===== src/rtl/ifu_pkg.sv =====
// Shared definitions for the instruction fetch unit: FSM encoding and the
// NULL instruction presented to decode while no instruction is valid.
package ifu_pkg;

  // Fetch FSM: issue a request, wait for its data, or discard a stale response
  typedef enum logic [1:0] {
    S_REQ  = 2'd0,
    S_WAIT = 2'd1,
    S_DROP = 2'd2
  } fetch_state_e;

  // NULL class instruction (bits[27:26]=11) and its decode slice
  localparam logic [31:0] NULL_INST   = 32'h0C00_0000;
  localparam logic [11:0] NULL_DECODE = 12'hC00;

  // ARM R15 reads as the instruction address plus 8
  localparam int unsigned PC_READ_OFFSET = 8;

  // Byte stride between sequential instruction words
  localparam int unsigned INST_BYTES = 4;

endpackage


===== src/rtl/inst_fetch_unit_fetch_buffer.sv =====
// Prefetch FIFO holding {inst, pc} pairs. Flush empties it in one cycle.
// DEPTH must be a power of two so the pointers wrap naturally.
module fetch_buffer
  import ifu_pkg::*;
#(
  parameter int unsigned DEPTH  = 2,
  parameter int unsigned DATA_W = 64
) (
  input  logic                    clock,
  input  logic                    reset,
  input  logic                    push,
  input  logic                    pop,
  input  logic                    flush,
  input  logic [DATA_W-1:0]       din,
  output logic [DATA_W-1:0]       dout,
  output logic                    full,
  output logic                    empty,
  output logic [$clog2(DEPTH):0]  count
);

  localparam int unsigned PTR_W = $clog2(DEPTH);
  localparam int unsigned CNT_W = PTR_W + 1;

  logic [DATA_W-1:0] r_mem [DEPTH];
  logic [PTR_W-1:0]  r_rd_ptr;
  logic [PTR_W-1:0]  r_wr_ptr;
  logic [CNT_W-1:0]  r_count;
  logic              w_do_push;
  logic              w_do_pop;
  logic              w_clear;

  assign full      = (r_count == CNT_W'(DEPTH));
  assign empty     = (r_count == '0);
  assign w_clear   = reset || flush;
  assign w_do_pop  = pop && !empty;
  // A push into a full buffer is only legal when the head leaves the same cycle
  assign w_do_push = push && (!full || w_do_pop);

  // Pointer and occupancy tracking; flush and reset both empty the buffer
  always_ff @(posedge clock) begin
    if (w_clear) begin
      r_rd_ptr <= '0;
      r_wr_ptr <= '0;
      r_count  <= '0;
    end else begin
      if (w_do_push) r_wr_ptr <= r_wr_ptr + PTR_W'(1);
      if (w_do_pop)  r_rd_ptr <= r_rd_ptr + PTR_W'(1);
      case ({w_do_push, w_do_pop})
        2'b10:   r_count <= r_count + CNT_W'(1);
        2'b01:   r_count <= r_count - CNT_W'(1);
        default: r_count <= r_count;
      endcase
    end
  end

  // Entry storage; contents are qualified by the count so no reset is needed
  always_ff @(posedge clock) begin
    if (w_do_push && !w_clear) r_mem[r_wr_ptr] <= din;
  end

  assign dout  = r_mem[r_rd_ptr];
  assign count = r_count;

endmodule


===== src/rtl/inst_fetch_unit.sv =====
// Instruction fetch stage: owns the fetch PC, issues one word request at a
// time to instruction memory, buffers returned words and presents the head
// with its PC, PC+8 and decode slice. Branch redirects flush the stream.
// Optional build macro FETCH_BYPASS_EN forwards a returning word straight to
// the outputs when the buffer is empty, saving one cycle of latency.
module inst_fetch_unit
  import ifu_pkg::*;
#(
  parameter int unsigned           ADDR_WIDTH = 32,
  parameter int unsigned           INST_WIDTH = 32,
  parameter logic [ADDR_WIDTH-1:0] RESET_PC   = '0,
  parameter int unsigned           BUF_DEPTH  = 2
) (
  input  logic                  clock,
  input  logic                  reset,
  output logic                  imem_req,
  output logic [ADDR_WIDTH-1:0] imem_addr,
  input  logic                  imem_ready,
  input  logic                  imem_rvalid,
  input  logic [INST_WIDTH-1:0] imem_rdata,
  input  logic                  branch_taken,
  input  logic [ADDR_WIDTH-1:0] branch_target,
  input  logic                  stall,
  output logic                  inst_valid,
  output logic [INST_WIDTH-1:0] inst_out,
  output logic [ADDR_WIDTH-1:0] inst_pc,
  output logic [ADDR_WIDTH-1:0] pc_plus8,
  output logic [11:0]           decode_bits
);

  localparam int unsigned CNT_W = $clog2(BUF_DEPTH) + 1;
  localparam int unsigned PAY_W = INST_WIDTH + ADDR_WIDTH;

  fetch_state_e          r_state;
  fetch_state_e          w_next_state;
  logic [ADDR_WIDTH-1:0] r_fetch_pc;
  logic [ADDR_WIDTH-1:0] r_req_pc;

  logic                  w_accept;
  logic                  w_push;
  logic                  w_pop;
  logic                  w_bypass;
  logic                  w_bypass_take;
  logic                  w_full;
  logic                  w_empty;
  logic [CNT_W-1:0]      w_count;
  logic [PAY_W-1:0]      w_head;
  logic [INST_WIDTH-1:0] w_out_inst;
  logic [ADDR_WIDTH-1:0] w_out_pc;

  fetch_buffer #(
    .DEPTH  (BUF_DEPTH),
    .DATA_W (PAY_W)
  ) u_fetch_buffer (
    .clock (clock),
    .reset (reset),
    .push  (w_push),
    .pop   (w_pop),
    .flush (branch_taken),
    .din   ({imem_rdata, r_req_pc}),
    .dout  (w_head),
    .full  (w_full),
    .empty (w_empty),
    .count (w_count)
  );

`ifdef FETCH_BYPASS_EN
  // Returning word goes straight to decode when nothing is queued ahead of it
  assign w_bypass      = !reset && (r_state == S_WAIT) && imem_rvalid &&
                         !branch_taken && w_empty;
  assign w_bypass_take = w_bypass && !stall;
`else
  assign w_bypass      = 1'b0;
  assign w_bypass_take = 1'b0;
`endif

  // FSM state register
  always_ff @(posedge clock) begin
    if (reset) r_state <= S_REQ;
    else       r_state <= w_next_state;
  end

  // FSM next state; a redirect turns any in-flight response into a stale one
  always_comb begin
    w_next_state = r_state;
    unique case (r_state)
      S_REQ: begin
        if (branch_taken)  w_next_state = w_accept ? S_DROP : S_REQ;
        else if (w_accept) w_next_state = S_WAIT;
      end
      S_WAIT: begin
        if (imem_rvalid)       w_next_state = S_REQ;
        else if (branch_taken) w_next_state = S_DROP;
      end
      S_DROP: begin
        if (imem_rvalid) w_next_state = S_REQ;
      end
      default: w_next_state = S_REQ;
    endcase
  end

  // FSM outputs: request only while the buffer has room, push live responses
  always_comb begin
    imem_req = 1'b0;
    w_push   = 1'b0;
    unique case (r_state)
      S_REQ:   imem_req = !reset && (w_count < CNT_W'(BUF_DEPTH));
      S_WAIT:  w_push   = imem_rvalid && !branch_taken && !w_full && !w_bypass_take;
      default: ;
    endcase
  end

  assign w_accept  = imem_req && imem_ready;
  assign w_pop     = !w_empty && !stall && !branch_taken;
  assign imem_addr = r_fetch_pc;

  // Fetch PC and the address of the outstanding request
  always_ff @(posedge clock) begin
    if (reset) begin
      r_fetch_pc <= RESET_PC;
      r_req_pc   <= RESET_PC;
    end else begin
      if (w_accept) r_req_pc <= r_fetch_pc;
      if (branch_taken)  r_fetch_pc <= branch_target & ~ADDR_WIDTH'(3);
      else if (w_accept) r_fetch_pc <= r_fetch_pc + ADDR_WIDTH'(INST_BYTES);
    end
  end

  // Select the presented instruction: buffer head, or the forwarded response
  always_comb begin
    inst_valid = !w_empty;
    w_out_inst = w_head[PAY_W-1:ADDR_WIDTH];
    w_out_pc   = w_head[ADDR_WIDTH-1:0];
    if (w_bypass) begin
      inst_valid = 1'b1;
      w_out_inst = imem_rdata;
      w_out_pc   = r_req_pc;
    end
  end

  assign inst_out    = inst_valid ? w_out_inst : INST_WIDTH'(NULL_INST);
  assign inst_pc     = inst_valid ? w_out_pc : '0;
  assign pc_plus8    = inst_pc + ADDR_WIDTH'(PC_READ_OFFSET);
  assign decode_bits = {inst_out[27:20], inst_out[7:4]};

endmodule

===== config.mk =====
export PLATFORM = sky130hd
export DESIGN_NAME = inst_fetch_unit
export DESIGN_NICKNAME = d
export VERILOG_FILES = /design/src/rtl/ifu_pkg.sv /design/src/rtl/inst_fetch_unit_fetch_buffer.sv /design/src/rtl/inst_fetch_unit.sv
export SDC_FILE = /design/constraint.sdc
export NUM_CORES = 1
export LEC_CHECK = 0
export BUFFER_PORTS_ARGS = -buffer_cell sky130_fd_sc_hd__clkbuf_2
export CORE_UTILIZATION = 35
export DETAILED_ROUTE_END_ITERATION = 10
export SLEW_MARGIN = 20
export SYNTH_ARGS = -nofsm -noshare
export SYNTH_HDL_FRONTEND = slang
export SYNTH_HIERARCHICAL = 1
export SYNTH_SLANG_ARGS = --single-unit

===== constraint.sdc =====
create_clock -name clock -period 10.6 [get_ports clock]
set_input_delay 0.53 -clock clock [delete_from_list [all_inputs] [get_ports clock]]
set_output_delay 0.53 -clock clock [all_outputs]
set_load 0.1 [all_outputs]

==> summary.md <==
| Metric | Value |
|---|---|
| Cell Area, Synth | about 9000 um^2 |
| Critical path cell sequence | buf_4 > mux2_2 > nor2b_1 > ha_1 > nand3b_1 > nor4_4 > nand4_2 > nor3_1 > xor2_1 > clkbuf_2 |
| Clock power frac | 0.392 |
| # setup viols final | 0 |
| # Max-Cap Violations | 0 |
| Filler instances | 2409 |
| Hold buffers post-CTS | 0 |
| Register area share after synthesis | 0.573 |
| Worst Hold Launch | imem_rdata[3] |
| Placed Area | 10200 um^2 |
| Largest cells by area after synthesis | edfxtp_1 42%, dfxtp_1 15%, mux2_2 8.0% |
| Clock Skew | 0.00913 ns |
| Avg Synthesized Cell Area | 12.0 um^2 |
| Placed Instances | 1245 |
| Most frequent cell after synthesis | edfxtp_1 |
| Layout Cells excl Fill | roughly 1300 |
| R2r endpoint | u_fetch_buffer/r_mem[1][43]$_DFFE_PP_ |
| Die ar. | 26500 um^2 |
| Pint | 1.18 mW |
| H-tree level count | 4 |
| Crit Path Class | flop to output port |
| DRT Pass-1 Iters | 4 |
| Post-synth ARST share | 0 |
| GRT overflow | 0 |
| Clock Tree Root | clkbuf_16 |
| Relative slew slack | 0.361 |
| # IOs | 212 |
| Crit path launch type | flop |
| Slew Limit Fails | 0 |
| Tightest Pin Transition | 0.951 ns |
| Port Buffer Count | approximately 210 |
| Status | complete, no violations |
| Max rail drop VDD | 0.0775 mV |
| Clock sink count | around 200 |
| Nets@finish | 1006 |
| Sw frac | 0.259 |
| Final Hold Vio Count | 0 |
| Resized cells post-CTS | 0 |
| Die width | 163 um |
| Most frequent cells after synthesis | 128 x edfxtp_1, 84 x nand2_1, 67 x dfxtp_1, 64 x mux2_2, 60 x nor2b_1 |
| Worst R2R Path Depth | 6 |
| CTS tree | done |
| Yosys top cell area share | 0.425 |
| DRC viols | 0 |
| Hold path depth | 1 |
| TritonCTS Buffers | 17 |
| Core area | 25300 um^2 |
| Vias/cell | 4.78 |
| Slowest CP cell | buf_4 |
| RR Startpoint | u_fetch_buffer/count[1]$_SDFFE_PP0P_ |
| Vias in the first global route | 5844 |
| DR vias | 6099 |
| Routability cong. | 0.800 |
| Mapped Cells | 751 |
| TNS Setup | 0 ns |
| HP Class | input port to flop |
| Leakage | 4.29 nW |
| Switch Pwr | about 410 uW |
| Clock buffer depth | 2 |
| WL per Instance | 15.9 um |
| Comb pwr share | 0.083 |
| Share of cells above drive strength 1 | 0.363 |
| Worst Setup End Kind | output port |
| Clock Latency Late Sink | 0.42 ns |
| Number of post-CTS setup repair buffers | 0 |
| RSZ-0062 raised after global routing | false |
| Final wirelength | roughly 20000 um |
| YS warnings | 6 |
| Min Tclk post-route | around 4.7 ns |
| Synthesis-to-finish area growth | 19.5% |
| Clk slew on worst S/H paths | 0.07 ns |
| R2R setup slack | 7.44 ns |
| Initial antenna violation count | 0 |
| Post-synth top flop | edfxtp_1 |
| WP data required | 10.07 ns |
| Final period util | 0.448 |
| Tot GR Track Use | 0.156 |
| # diodes | 0 |
| Initial Util | 0.358 |
| Design Power | 1.60 mW |
| Fmax | 211 MHz |
| Power per cell area | 148 nW/um^2 |
| Largest net degree at the start of global routing | 74 |
| Design area | 10800 um^2 |
| Sequential share of power | 0.525 |
| Crit path max fanout | 64 |
| Initial DRC Count | 379 |
| WHS Endpoint | u_fetch_buffer/r_mem[1][35]$_DFFE_PP_ |
| Post-DP HPWL | ~14000 um |
| #FFs+latches synth | 195 |
| Netlist cell types | 55 |
| Critical path arrival | roughly 4.2 ns |
| First-pass GRT wire length | 31900 um |
| Number of synthesized flops with an enable pin | 128 |
| Leading area contributor after synthesis | edfxtp_1 |
| CP peak stage delay | 0.66 ns |
| Post-route ant nets | 0 |
| Chip height | 163 um |
| Post-layout util | 0.428 |
| # rows | 58 |
registers in the layout (all words and copies together), names as in the netlist, named ones only:
| signal | flops |
|---|---|
| u_fetch_buffer/r_rd_ptr | 1 |
| imem_addr | 30 |
| u_fetch_buffer/count | 2 |
| r_state | 2 |
| u_fetch_buffer/r_mem | 128 |
| r_req_pc | 30 |
| u_fetch_buffer/r_wr_ptr | 1 |
area by class of cell:
type	instances	area (um^2)	share of cell area
inverter	12	45.0	0.00417
multi-input combinational	495	3510	0.325
clock buffer	18	429	0.0397
sequential	195	5190	0.480
clock inverter	13	143	0.0132
timing repair buffer	213	1080	0.100
tap	330	413	0.0382
worst max path at each step:
stage	depth (start not counted)	startpoint	to
2_1_floorplan	6	u_fetch_buffer/count[1]$_SDFFE_PP0P_	u_fetch_buffer/r_mem[1][0]$_DFFE_PP_
3_5_place_dp	10	flop	pc_plus8[31]
5_1_grt	10	flop	pc_plus8[31]
3_3_place_gp	10	flop	pc_plus8[31]
4_1_cts	10	flop	pc_plus8[31]
6_report	10	flop	pc_plus8[31]
worst max-delay path, delay by kind of cell (launching register included):
kind / cells / cell delay [ns]
xor gates and xnor gates: 1 / 0.17
adders and majority gates: 1 / 0.30
buffers and inverters: 2 / 1.13
DFF: 1 / 0.31
muxes: 1 / 0.34
and+or+nand+nor: 5 / 1.51
stage by stage:
stage | worst slack, ns | hold slack (ns)
floorplan | 1.66 | 0.425
global placement | 6.17 | 0.435
detailed placement | 6.17 | 0.441
CTS | 5.69 | 0.268
global route | 5.39 | 0.268
finish | 5.85 | 0.290
cell usage in the layout (no fill, tap or decap), types with 10 or more instances in the layout:
cell and instances:
clkbuf_2 207, edfxtp_1 128, nand2_1 83, dfxtp_1 66, mux2_2 64, nor2b_1 60, nor2_1 38, nand3b_1 32
xnor2_1 29, xor2_1 26, nand3_1 17, a211oi_1 17, clkbuf_16 17, a21oi_1 12, inv_1 11, nand4_1 11
nor3_1 10
power groups by stage:
stage / logic [mW] / clock network [mW] / registers [mW]
after CTS: 0.133 / 0.650 / 0.840
after global routing: 0.141 / 0.678 / 0.843
after global placement: 0.131 / 0 / 0.857
final: 0.132 / 0.627 / 0.840
after floorplan: 0.0490 / 0 / 0.906
after detailed placement: 0.132 / 0 / 0.858
logic make-up (layout without fill, tap and decap cells):
group	count (synthesis)	in the layout	share of synthesized area
simple gates	318	318	0.209
flops	195	195	0.573
mux	67	67	0.0836
buf+inv	66	256	0.0427
xor+xnor	55	55	0.0533
compound gates	47	47	0.0354
fa+ha+maj	2	2	0.00277
other cells	1	6	0.000415
metal layers:
metal,vias up,wire (um),global-route usage,share of wire
met4,0,153,0.0395,0.0076
met5,-,0,0,0
met1,2867,10000,0.224,0.49
met2,198,8770,0.235,0.43
met3,11,1310,0.0362,0.065
li1,3023,-,-,-
No activity file was read; power rests on OpenSTA's default activity.
